[src/rtl/div_phase_pkg.sv]
// Shared types and defaults for the programmable phase-enable generator.
// Provides default widths, the reset terminal count and the config bundle.
package div_phase_pkg;

  localparam int CNT_W_DEF  = 3;
  localparam int NUM_CH_DEF = 4;

  // All-ones terminal count of width w (longest period after reset).
  function automatic logic [31:0] RST_DIV_MAX(input int w);
    return (32'd1 << w) - 32'd1;
  endfunction

  typedef struct packed {
    logic [CNT_W_DEF-1:0]                 div_max;
    logic [NUM_CH_DEF-1:0][CNT_W_DEF-1:0] phase;
    logic [NUM_CH_DEF-1:0]                ch_en;
  } cfg_t;

endpackage

[src/rtl/div_phase_gen_if.sv]
// Config/status bundle of div_phase_gen; slave = generator, master = driver.
// Inputs: cfg_load, div_max_in, phase_in, ch_en_in. Outputs: ph_en, wrap, cnt,
// cfg_pending, and oor when DIV_PHASE_OOR_EN is defined.
interface div_phase_gen_if
  import div_phase_pkg::*;
#(
  parameter int CNT_W  = CNT_W_DEF,
  parameter int NUM_CH = NUM_CH_DEF
);
  logic                    cfg_load;
  logic [CNT_W-1:0]        div_max_in;
  logic [NUM_CH*CNT_W-1:0] phase_in;
  logic [NUM_CH-1:0]       ch_en_in;
  logic [NUM_CH-1:0]       ph_en;
  logic                    wrap;
  logic [CNT_W-1:0]        cnt;
  logic                    cfg_pending;
`ifdef DIV_PHASE_OOR_EN
  logic [NUM_CH-1:0]       oor;

  modport master (
    output cfg_load, div_max_in, phase_in, ch_en_in,
    input  ph_en, wrap, cnt, cfg_pending, oor
  );
  modport slave (
    input  cfg_load, div_max_in, phase_in, ch_en_in,
    output ph_en, wrap, cnt, cfg_pending, oor
  );
`else
  modport master (
    output cfg_load, div_max_in, phase_in, ch_en_in,
    input  ph_en, wrap, cnt, cfg_pending
  );
  modport slave (
    input  cfg_load, div_max_in, phase_in, ch_en_in,
    output ph_en, wrap, cnt, cfg_pending
  );
`endif
endinterface

[src/rtl/div_phase_chan.sv]
// One phase channel: active phase/enable regs, slot comparator, ph_en flop.
// Ports: clk, rst, i_apply/i_phase/i_en (shadow + apply strobe), i_cnt,
// o_ph_en; with DIV_PHASE_OOR_EN also i_div_max (active) and o_oor.
module div_phase_chan
  import div_phase_pkg::*;
#(
  parameter int CNT_W = CNT_W_DEF
) (
  input  logic             clk,
  input  logic             rst,
  input  logic             i_apply,
  input  logic [CNT_W-1:0] i_phase,
  input  logic             i_en,
  input  logic [CNT_W-1:0] i_cnt,
  output logic             o_ph_en
`ifdef DIV_PHASE_OOR_EN
  ,
  input  logic [CNT_W-1:0] i_div_max,
  output logic             o_oor
`endif
);
  logic [CNT_W-1:0] r_phase;
  logic             r_en;
  logic             r_ph_en;

  always_ff @(posedge clk) begin
    if (rst) begin
      r_phase <= '0;
      r_en    <= 1'b0;
      r_ph_en <= 1'b0;
    end else begin
      // Compare uses the config active before this edge's apply.
      r_ph_en <= r_en && (i_cnt == r_phase);
      if (i_apply) begin
        r_phase <= i_phase;
        r_en    <= i_en;
      end
    end
  end

  assign o_ph_en = r_ph_en;

`ifdef DIV_PHASE_OOR_EN
  logic r_oor;

  always_ff @(posedge clk) begin
    if (rst) r_oor <= 1'b0;
    else     r_oor <= r_en && (r_phase > i_div_max);
  end

  assign o_oor = r_oor;
`endif
endmodule

[src/rtl/div_phase_gen.sv]
// Multi-channel clock-enable generator: counter, shadow config, wrap-time apply.
// Ports: clk, rst (sync, active-high), bus (div_phase_gen_if.slave).
// Option DIV_PHASE_OOR_EN adds the registered out-of-range flags bus.oor.
module div_phase_gen
  import div_phase_pkg::*;
#(
  parameter int CNT_W  = CNT_W_DEF,
  parameter int NUM_CH = NUM_CH_DEF
) (
  input  logic          clk,
  input  logic          rst,
  div_phase_gen_if.slave bus
);
  localparam logic [CNT_W-1:0] RST_DM = CNT_W'(RST_DIV_MAX(CNT_W));

  logic [CNT_W-1:0]        r_cnt;
  logic [CNT_W-1:0]        r_dm_act;
  logic [CNT_W-1:0]        r_sh_dm;
  logic [NUM_CH*CNT_W-1:0] r_sh_ph;
  logic [NUM_CH-1:0]       r_sh_en;
  logic                    r_pend;
  logic                    r_wrap;
  logic                    w_at_max;
  logic                    w_apply;
  logic [NUM_CH-1:0]       w_ph_en;

  assign w_at_max = (r_cnt == r_dm_act);
  assign w_apply  = w_at_max && r_pend;

  always_ff @(posedge clk) begin
    if (rst) begin
      r_cnt    <= '0;
      r_dm_act <= RST_DM;
      r_sh_dm  <= RST_DM;
      r_sh_ph  <= '0;
      r_sh_en  <= '0;
      r_pend   <= 1'b0;
      r_wrap   <= 1'b0;
    end else begin
      r_cnt  <= w_at_max ? '0 : r_cnt + 1'b1;
      r_wrap <= w_at_max;
      if (w_apply) r_dm_act <= r_sh_dm;
      // A load coinciding with apply: old shadow goes active, new one waits.
      if (bus.cfg_load) begin
        r_sh_dm <= bus.div_max_in;
        r_sh_ph <= bus.phase_in;
        r_sh_en <= bus.ch_en_in;
        r_pend  <= 1'b1;
      end else if (w_apply) begin
        r_pend  <= 1'b0;
      end
    end
  end

`ifdef DIV_PHASE_OOR_EN
  logic [NUM_CH-1:0] w_oor;
  assign bus.oor = w_oor;
`endif

  for (genvar g = 0; g < NUM_CH; g++) begin : g_ch
    div_phase_chan #(
      .CNT_W(CNT_W)
    ) u_chan (
      .clk      (clk),
      .rst      (rst),
      .i_apply  (w_apply),
      .i_phase  (r_sh_ph[g*CNT_W +: CNT_W]),
      .i_en     (r_sh_en[g]),
      .i_cnt    (r_cnt),
      .o_ph_en  (w_ph_en[g])
`ifdef DIV_PHASE_OOR_EN
      ,
      .i_div_max(r_dm_act),
      .o_oor    (w_oor[g])
`endif
    );
  end

  assign bus.ph_en       = w_ph_en;
  assign bus.wrap        = r_wrap;
  assign bus.cnt         = r_cnt;
  assign bus.cfg_pending = r_pend;
endmodule
[src/flat_wrapper.sv]
// flat-port wrapper written by rule: the top's interface ports become plain ports
module div_phase_gen_flat import div_phase_pkg::*;
#(
  parameter int CNT_W  = CNT_W_DEF,
  parameter int NUM_CH = NUM_CH_DEF
)
  (clk, rst, bus_cfg_load, bus_div_max_in, bus_phase_in, bus_ch_en_in, bus_ph_en, bus_wrap, bus_cnt, bus_cfg_pending);
  div_phase_gen_if #(.CNT_W(CNT_W), .NUM_CH(NUM_CH)) bus_i ();
  input  logic clk;
  input  logic rst;
  input wire logic [$bits(bus_i.cfg_load)-1:0] bus_cfg_load;
  input wire logic [$bits(bus_i.div_max_in)-1:0] bus_div_max_in;
  input wire logic [$bits(bus_i.phase_in)-1:0] bus_phase_in;
  input wire logic [$bits(bus_i.ch_en_in)-1:0] bus_ch_en_in;
  output wire logic [$bits(bus_i.ph_en)-1:0] bus_ph_en;
  output wire logic [$bits(bus_i.wrap)-1:0] bus_wrap;
  output wire logic [$bits(bus_i.cnt)-1:0] bus_cnt;
  output wire logic [$bits(bus_i.cfg_pending)-1:0] bus_cfg_pending;
  assign bus_i.cfg_load = bus_cfg_load;
  assign bus_i.div_max_in = bus_div_max_in;
  assign bus_i.phase_in = bus_phase_in;
  assign bus_i.ch_en_in = bus_ch_en_in;
  assign bus_ph_en = bus_i.ph_en;
  assign bus_wrap = bus_i.wrap;
  assign bus_cnt = bus_i.cnt;
  assign bus_cfg_pending = bus_i.cfg_pending;
  div_phase_gen #(.CNT_W(CNT_W), .NUM_CH(NUM_CH)) u_core (.clk(clk), .rst(rst), .bus(bus_i));
endmodule
[config.mk]
export PLATFORM = sky130hd
export DESIGN_NAME = div_phase_gen_flat
export DESIGN_NICKNAME = d
export VERILOG_FILES = /design/src/rtl/div_phase_pkg.sv /design/src/rtl/div_phase_gen_if.sv /design/src/rtl/div_phase_chan.sv /design/src/rtl/div_phase_gen.sv /design/src/flat_wrapper.sv
export SDC_FILE = /design/constraint.sdc
export NUM_CORES = 1
export LEC_CHECK = 0
export ABC_AREA = 1
export CORE_AREA = 2 2 55 77
export DETAILED_ROUTE_END_ITERATION = 6
export DIE_AREA = 0 0 57 79
export GPL_TIMING_DRIVEN = 0
export PLACE_DENSITY = 0.88
export SYNTH_ARGS = -nofsm -noshare
export SYNTH_HDL_FRONTEND = slang
export SYNTH_SLANG_ARGS = --single-unit
[constraint.sdc]
create_clock -name clk -period 3.2 [get_ports clk]
set_input_delay 0.8 -clock clk [delete_from_list [all_inputs] [get_ports clk]]
set_output_delay 0.8 -clock clk [all_outputs]
set_load 0.1 [all_outputs]
==> impl_metrics.json <==
{
  "status": "finished, final reports clean",
  "dp_slack_ps": 663,
  "detail-route-antenna-nets": 0,
  "fin_ws_ps": 350,
  "synth-async-reset-ratio_pct": 0,
  "die-area_um2": 4500,
  "die_w_um": 57,
  "slowest_delay_ps": 1200,
  "final_layout_size_suffix_gt1_share_pct": 8.07,
  "worst_pin_slew_ps": 963,
  "grt_pass1_vias": 1648,
  "clock_path_buffers": 2,
  "cp_top_family": "buffers and inverters",
  "cellPowerDensity_nw_per_um2": 464,
  "crit_arrival_ps": 2050,
  "cts.clk_slew.worst_paths_ps": 80,
  "p_leak_nw": 1.13,
  "rows": 27,
  "numCtsBuffers": 5,
  "slew_viol_final": 0,
  "viasPerCell": 5.00,
  "peakVddDrop_v": 0.000480,
  "syn_area_um2": 2080,
  "syn_nets": 307,
  "grt_max_degree": 14,
  "syn_avg_cell_area_um2": 7.33,
  "syn2layout_area_growth_pct": 21.8,
  "antenna_found_initial": 0,
  "cts_tree": "built",
  "first_pass_iters": 4,
  "hold_viol": 0,
  "ys_warn_count": 0,
  "grt_overflow": 0,
  "max_cap_violations": 0,
  "fillerInstances": 358,
  "clock-root-buffer": "clkbuf_8",
  "rrSetupSlack_ps": 1690,
  "clock_latency_ps": 300,
  "finClkSkew_ps": 6.37,
  "postCtsHoldBufs": 0,
  "drt-total-wl_um": 4120,
  "die_h_um": 79,
  "finalNetCount": 344,
  "setup_viol": 0,
  "route.vias.total": 1824,
  "syn_inst": 284,
  "dpl.hpwl_um": 3100,
  "num_antenna_cells": 0,
  "io_buffers": 30,
  "relSlewSlack_pct": 35.6,
  "critical_path_class": "flip-flop to primary output",
  "numClockSinks": 47,
  "synth_edf_count": 0,
  "grt_pass1_wl_um": 7000,
  "post-route-drc-count": 0,
  "grt.total_usage_pct": 20.0,
  "rsz0062_at_grt": "false",
  "globalplace.congestion": 0.779,
  "worstHoldPathType": "flip-flop to flip-flop",
  "pin_count": 31,
  "fin_crit_sh_pct": 89.1,
  "ys_seq_area_share_pct": 45.2,
  "crit_path_end_kind": "primary output",
  "worstPathRequired_ps": 2400,
  "first_iter_violations": 67,
  "synth-seq-cells": 47,
  "start_util_pct": 54.1,
  "wire_per_inst_um": 11.3,
  "fin_crit_ps": 2850,
  "core_um2": 3850,
  "fin_tns_setup_ps": 0,
  "ys.flop_type": "dfxtp_1",
  "clock.fmax_ghz": 0.351,
  "post_cts_buffers": 0,
  "ys_types": 25,
  "cp_cell_sequence": "clkdlybuf4s50_1",
  "cp_slowest_cell": "clkdlybuf4s50_1",
  "crit_buf_inv": 1,
  "start_kind": "flip-flop",
  "cts_resized": 0,
  "h-tree-depth": 2,
  "path_max_fanout": 9
}
[where the power goes]
group          leakage (nW)  internal (mW)  switching (mW)
clock network        0.0515          0.197           0.194
logic                 0.696         0.0630           0.103
registers             0.385          0.606          0.0120
[flip-flops by register name (all words and copies together), names as in the netlist]
name,flops
u_core.r_dm_act,3
u_core.g_ch.u_chan.r_phase,12
u_core.bus.cnt,3
u_core.r_sh_en,4
u_core.bus.wrap,1
u_core.r_sh_ph,12
u_core.g_ch.u_chan.r_en,4
u_core.r_sh_dm,3
u_core.g_ch.u_chan.o_ph_en,4
u_core.bus.cfg_pending,1
[layout by cell type (no fill, tap or decap), drive strengths merged]
cell type      count
nand3              7
ha                 1
nor2              22
dfxtp             47
nand4             20
o2111ai            2
clkbuf            15
a21oi             18
xnor2              2
buf               13
nand2             61
clkdlybuf4s50     30
o21ai             17
o22ai              7
nor3               4
inv               55
o211ai             1
[cell usage after synthesis (2+ instances only)]
| master | count | share of area (%) |
|---|---|---|
| o21ai_0 | 17 | 4.1 |
| nand3_1 | 7 | 1.7 |
| buf_1 | 2 | 0.36 |
| buf_6 | 3 | 1.6 |
| dfxtp_1 | 47 | 45 |
| nor3_1 | 4 | 0.96 |
| inv_1 | 53 | 9.6 |
| buf_4 | 6 | 2.2 |
| nand2_2 | 3 | 0.90 |
| clkbuf_1 | 7 | 1.3 |
| o22ai_1 | 7 | 2.1 |
| nand2_1 | 58 | 10 |
| nand4_1 | 19 | 5.7 |
| nor2_1 | 21 | 3.8 |
| o2111ai_1 | 2 | 0.84 |
| buf_2 | 2 | 0.48 |
| a21oi_1 | 18 | 4.3 |
[path summary, 6_finish.rpt]
path,from,to,cells after the start
setup / recovery,u_core.bus.cnt[1],bus_cnt[1],1
hold / removal,u_core.r_sh_dm[2],u_core.r_sh_dm[2],2
setup reg to reg,u_core.bus.cnt[1],u_core.g_ch[1].u_chan.r_phase[0],8
hold reg to reg,u_core.r_sh_dm[2],u_core.r_sh_dm[2],2
[layout make-up]
cell class | count | area, µm² | area share, %
sequential | 47 | 941 | 37.1
multi-input combinational | 162 | 810 | 31.9
timing repair buffer | 30 | 300 | 11.8
inverter | 55 | 209 | 8.24
buffer | 20 | 123 | 4.83
clock buffer | 8 | 100 | 3.95
tap | 43 | 53.8 | 2.12
[cell families (layout without fill, tap and decap cells)]
kind of cell             after synthesis  count (layout)  synth area share (%)
flip-flops                            47              47                  45.2
XOR/XNOR                               2               2                  1.74
AO/OA/AOI/OAI                         45              45                  11.7
buffers and inverters                 75             113                  15.9
AND/OR/NAND/NOR                      114             114                  24.8
adder cells (fa/ha/maj)                1               1                 0.601
[metrics by stage]
stage	instance area, µm²	util (%)	power (mW)	std cells	hold slack, ps
after detailed placement	2440	63.3	0.798	357	447
after global placement	2440	63.3	0.794	357	441
final	2540	65.9	1.18	365	466
after CTS	2540	65.9	1.18	365	465
after floorplan	2080	-	0.742	284	429
after global routing	2540	65.9	1.23	365	487
[layer usage]
metal  up-vias  GRT usage [%]  share of wire (%)
li1        973              -                  -
met1       801           22.0                 41
met2        43           35.6                 54
met3         7           3.75                3.5
met4         0           10.9                2.4
met5         -              0                  0
[worst reg2reg max path, delay by kind of cell, from the launching register on]
kind | cells | cell delay (ps)
AND/OR/NAND/NOR | 6 | 560
flip-flops | 1 | 540
buffers and inverters | 2 | 310
No activity file was read; power rests on OpenSTA's default activity.
